$ cat src/rtl/baud_tick_frac.sv
// Fractional baud-tick generator: a phase accumulator drives the oversample, mid-bit and end-of-bit ticks.
// The increment can be reprogrammed at runtime and is swapped in only on a bit boundary, resync or disable.
module baud_tick_frac #(
  parameter int unsigned     CLK_HZ      = 100_000_000,
  parameter int unsigned     BAUD        = 115_200,
  parameter int unsigned     OVERSAMPLE  = 8,
  parameter int unsigned     ACC_W       = 24,
  parameter longint unsigned DEFAULT_INC =
    (((64'(BAUD) * 64'(OVERSAMPLE)) << ACC_W) * 64'd2 + 64'(CLK_HZ)) / (64'(CLK_HZ) * 64'd2)
) (
  input  logic             clk_in,
  input  logic             rst_in,
  input  logic             en_in,
  input  logic             resync_in,
  input  logic [ACC_W-1:0] inc_in,
  input  logic             inc_load_in,
  output logic             pending_out,
  output logic             os_tick_out,
  output logic             mid_tick_out,
  output logic             bit_tick_out
);

  localparam int unsigned     CNT_W    = (OVERSAMPLE > 2) ? $clog2(OVERSAMPLE) : 1;
  localparam logic [CNT_W-1:0] CNT_LAST = CNT_W'(OVERSAMPLE - 1);
  localparam logic [CNT_W-1:0] CNT_MID  = CNT_W'(OVERSAMPLE / 2 - 1);
  localparam logic [ACC_W-1:0] INC_RST  = ACC_W'(DEFAULT_INC);

  logic [ACC_W-1:0] acc_q, acc_d;
  logic [CNT_W-1:0] cnt_q, cnt_d;
  logic [ACC_W-1:0] inc_q, inc_d;
  logic [ACC_W-1:0] pend_val_q, pend_val_d;
  logic             pend_q, pend_d;
  logic             os_q, os_d;
  logic             mid_q, mid_d;
  logic             bit_q, bit_d;

  logic [ACC_W:0]   sum_c;
  logic             carry_c;
  logic             bnd_c;
  logic             apply_c;

  assign sum_c   = {1'b0, acc_q} + {1'b0, inc_q};
  assign carry_c = sum_c[ACC_W];

  // Next-state: phase advance, tick decode and increment hand-over.
  always_comb begin
    acc_d      = acc_q;
    cnt_d      = cnt_q;
    inc_d      = inc_q;
    pend_val_d = pend_val_q;
    pend_d     = pend_q;
    os_d       = 1'b0;
    mid_d      = 1'b0;
    bit_d      = 1'b0;
    bnd_c      = 1'b0;

    if (resync_in) begin
      acc_d = '0;
      cnt_d = '0;
    end else if (en_in) begin
      acc_d = sum_c[ACC_W-1:0];
      if (carry_c) begin
        os_d  = 1'b1;
        mid_d = (cnt_q == CNT_MID);
        bit_d = (cnt_q == CNT_LAST);
        bnd_c = (cnt_q == CNT_LAST);
        cnt_d = (cnt_q == CNT_LAST) ? '0 : cnt_q + 1'b1;
      end
    end

    // The adding edge still uses inc_q; the new value takes over from the next edge.
    apply_c = bnd_c | resync_in | ~en_in;

    if (inc_load_in) begin
      if (apply_c) begin
        inc_d  = inc_in;
        pend_d = 1'b0;
      end else begin
        pend_val_d = inc_in;
        pend_d     = 1'b1;
      end
    end else if (pend_q && apply_c) begin
      inc_d  = pend_val_q;
      pend_d = 1'b0;
    end
  end

  always_ff @(posedge clk_in or posedge rst_in) begin
    if (rst_in) begin
      acc_q      <= '0;
      cnt_q      <= '0;
      inc_q      <= INC_RST;
      pend_val_q <= '0;
      pend_q     <= 1'b0;
      os_q       <= 1'b0;
      mid_q      <= 1'b0;
      bit_q      <= 1'b0;
    end else begin
      acc_q      <= acc_d;
      cnt_q      <= cnt_d;
      inc_q      <= inc_d;
      pend_val_q <= pend_val_d;
      pend_q     <= pend_d;
      os_q       <= os_d;
      mid_q      <= mid_d;
      bit_q      <= bit_d;
    end
  end

  assign pending_out  = pend_q;
  assign os_tick_out  = os_q;
  assign mid_tick_out = mid_q;
  assign bit_tick_out = bit_q;

endmodule

$ cat config.mk
export PLATFORM = sky130hd
export DESIGN_NAME = baud_tick_frac
export DESIGN_NICKNAME = d
export VERILOG_FILES = /design/src/rtl/baud_tick_frac.sv
export SDC_FILE = /design/constraint.sdc
export NUM_CORES = 1
export LEC_CHECK = 0
export BUFFER_PORTS_ARGS = -buffer_cell sky130_fd_sc_hd__buf_2
export CAP_MARGIN = 0
export CORE_ASPECT_RATIO = 1.4
export CORE_MARGIN = 10
export CORE_UTILIZATION = 55
export DETAILED_ROUTE_END_ITERATION = 12
export GPL_ROUTABILITY_DRIVEN = 0
export GPL_TIMING_DRIVEN = 0
export PLACE_DENSITY_LB_ADDON = 0.3
export SETUP_SLACK_MARGIN = 0.2
export SYNTH_ARGS = -nofsm -noshare
export SYNTH_HDL_FRONTEND = slang
export SYNTH_SLANG_ARGS = --single-unit
$ cat constraint.sdc
create_clock -name clk_in -period 4 [get_ports clk_in]
set_input_delay 0.4 -clock clk_in [delete_from_list [all_inputs] [get_ports clk_in]]
set_output_delay 0.4 -clock clk_in [all_outputs]
set_load 0.01 [all_outputs]
==> results.py <==
metrics = {
    "critical_path": {
        "crit_top_cell": "nand3_4",
        "crit_required_ns": 4.22,
        "cp.arrival_ns": 3.46,
        "path_cells": "ha_1, inv_1, fa_1, nand2b_1, a21o_1, a31o_1, o311ai_4, nand3_4, nand3_4, buf_6, mux2_4",
        "cp_slowest_cell": "dfstp_2",
        "startpoint_type": "register",
        "r2r_cells": 11,
        "critPathMaxStageDelay_ns": 0.53,
        "crit_path_max_fanout": 10,
        "setup.worst_path.end_class": "register",
        "path_class": "register to register",
    },
    "clock_tree": {
        "path_clk_slew_ns": 0.06,
        "clock_latency_ns": 0.34,
        "cts_tree": "built",
        "ctsHoldBuffers": 0,
        "h-tree-depth": 3,
        "cts.path.max_buffers": 2,
        "clockRootBuffer": "clkbuf_16",
        "cts_resized": 0,
        "post_cts_buffers": 0,
        "cts_inserted_buffers": 9,
        "clock_sinks": 79,
    },
    "synthesis": {
        "ys_types": 54,
        "synth_most_common_cell": "dfrtp_1",
        "synth_edf_count": 0,
        "synth_warnings": 0,
        "syn-num-nets": 499,
        "ys_seq_elements": 79,
        "syn_area_per_cell_um2": 10.4,
        "syn_area_mm2": 0.00462,
        "yosysSeqAreaShare_pct": 43.2,
        "synthArstFlopShare_pct": 100,
        "yosys.area.top_type": "dfrtp_1",
        "netlist_top_cells_count": "dfrtp_1, nor2_1, a21oi_1, mux2i_1",
        "synth_top_area_share_pct": 35.8,
        "synth_area_leaders": "dfrtp_1, dfstp_2, mux2i_1, ha_1, mux2_4",
        "ys.flop_type": "dfrtp_1",
        "syn-instance-count": 442,
    },
    "floorplanning": {
        "fp.dieW_um": 97.4,
        "initial_core_util_pct": 56.3,
        "fp.dieH_um": 128,
        "core_mm2": 0.00820,
        "die-area_mm2": 0.0125,
        "num_rows": 39,
        "io_pins": 33,
    },
    "global_routing": {
        "grt_use_total_pct": 16.9,
        "grt_pass1_wl_um": 17400,
        "overflow": 0,
        "grt_max_degree": 58,
        "antenna_found_initial": 0,
        "grt_pass1_vias": 3713,
    },
    "sta": {
        "hold_viol_final": 0,
        "setup_violations": 0,
        "max_freq_ghz": 0.309,
        "holdWs_ns": 0.0160,
        "clock_skew_ns": 0.00968,
        "rsz0062_at_grt": "no",
        "finalCritPeriodShare_pct": 80.9,
        "finalCriticalPeriod_ns": 3.23,
        "slew_viol_final": 0,
        "worstMarginPinSlew_ns": 0.735,
        "relSlewSlack_pct": 50.8,
        "fin_setup_tns_ns": 0,
    },
    "pwr": {
        "cellPowerDensity_mw_per_mm2": 648,
        "p_leak_nw": 2.50,
        "ir_drop_mv": 0.349,
        "power_mw": 3.38,
    },
    "finish": {
        "diodes": 0,
        "utilization_pct": 63.6,
        "drive_gt1_share_pct": 21.3,
        "fin_cells": 591,
        "area_growth_pct": 13.0,
        "fin_nets": 541,
    },
    "route": {
        "postRouteAntennaNets": 0,
        "vias": 3491,
        "drtIter0Drc": 163,
        "drt_pass1_iterations": 4,
        "vias_per_cell": 5.91,
        "drc": 0,
        "post_drt_wl_per_cell_um": 17.2,
        "routed_wirelength_um": 10200,
    },
    "placed_design": {
        "dp_hpwl_um": 7650,
        "placed_cells": 575,
        "io_buffers": 30,
    },
    "status": {
        "run_status": "completed",
    },
    "run": {
        "cap_violations": 0,
    },
    "hold_path": {
        "hold_path_class": "primary input to asynchronous set/reset pin",
    },
}
power breakdown:
part	switching [mW]	internal [mW]	leakage, nW	total [mW]
logic	0.802	0.641	1.40	1.44
registers	0.128	1.01	0.958	1.13
clock network	0.319	0.484	0.144	0.803
stage by stage:
step	instance area [um^2]	setup slack (ns)
after detailed placement	4930	0.759
after floorplan	4620	1.09
after CTS	5220	0.744
after global placement	4900	0.652
after global routing	5220	0.594
final	5220	0.766
placed cells by master (no fill, tap or decap), types with 6 or more instances in the layout:
cell type  netlist  routed
a211oi_1         6       6
a21o_1           6       6
a21oi_1         49      49
buf_2            2      32
clkbuf_1         7       9
clkbuf_16        0       9
dfrtp_1         66      66
dfstp_2         13      13
ha_1            27      27
inv_1            9       8
mux2_4          20      20
mux2i_1         34      34
nand2_1         27      27
nand4_1          7       7
nor2_1          53      53
nor3_1           7       7
o21ai_0         19      19
xnor2_1          7       7
xor2_1           9       9
flip-flops by register name (all words and copies together) (netlist names):
register	cells
pending_out	1
acc_q	24
pend_val_q	24
cnt_q	3
inc_q	24
bit_tick_out	1
os_tick_out	1
mid_tick_out	1
worst max-delay path, delay by kind of cell (launching register included):
family / cells / cell delay [ns]
compound gates: 3 / 0.92
buf+inv: 2 / 0.27
mux: 1 / 0.31
simple gates: 3 / 0.49
fa+ha+maj: 2 / 0.58
flops: 1 / 0.53
cell type report:
cell class	instances	area [um^2]
buffer	19	128
fill	672	2980
inverter	10	40.0
tap	102	128
sequential	79	1990
timing repair buffer	31	178
multi-input combinational	334	2460
clock inverter	5	57.6
clock buffer	11	233
path summary, 6_finish.rpt:
| path | startpoint | endpoint | slack (ns) |
|---|---|---|---|
| worst min register to register | acc_q[15]$_DFFE_PP0P_ | acc_q[15]$_DFFE_PP0P_ | 0.49 |
| min in group clk_in | inc_in[17] | pend_val_q[17]$_DFFE_PP0P_ | 0.30 |
| worst max-delay path | inc_q[0]$_DFFE_PP1P_ | pend_val_q[6]$_DFFE_PP0P_ | 0.77 |
| max in group asynchronous | rst_in | inc_q[11]$_DFFE_PP1P_ | 3.36 |
| worst min-delay path | rst_in | pend_val_q[4]$_DFFE_PP0P_ | 0.02 |
| worst max register to register | inc_q[0]$_DFFE_PP1P_ | pend_val_q[6]$_DFFE_PP0P_ | 0.77 |
metal layers:
metal | part of all wire (%) | track usage (%) | up-vias
met2 | 53 | 29.8 | 65
met5 | 0 | 0 | -
met1 | 39 | 18.1 | 1722
met3 | 2.7 | 3.05 | 26
met4 | 4.6 | 11.4 | 0
li1 | - | - | 1678
kinds of logic (layout without fill, tap and decap cells):
family	after synthesis	in the layout	synth area share, %
flip-flops	79	79	43.2
multiplexers	58	58	14.8
AO/OA/AOI/OAI	111	111	15.0
buffers and inverters	29	76	3.58
adder cells (fa/ha/maj)	28	28	7.75
XOR/XNOR	16	16	3.03
AND/OR/NAND/NOR	121	121	12.6
(Power assumes the default switching activity.)
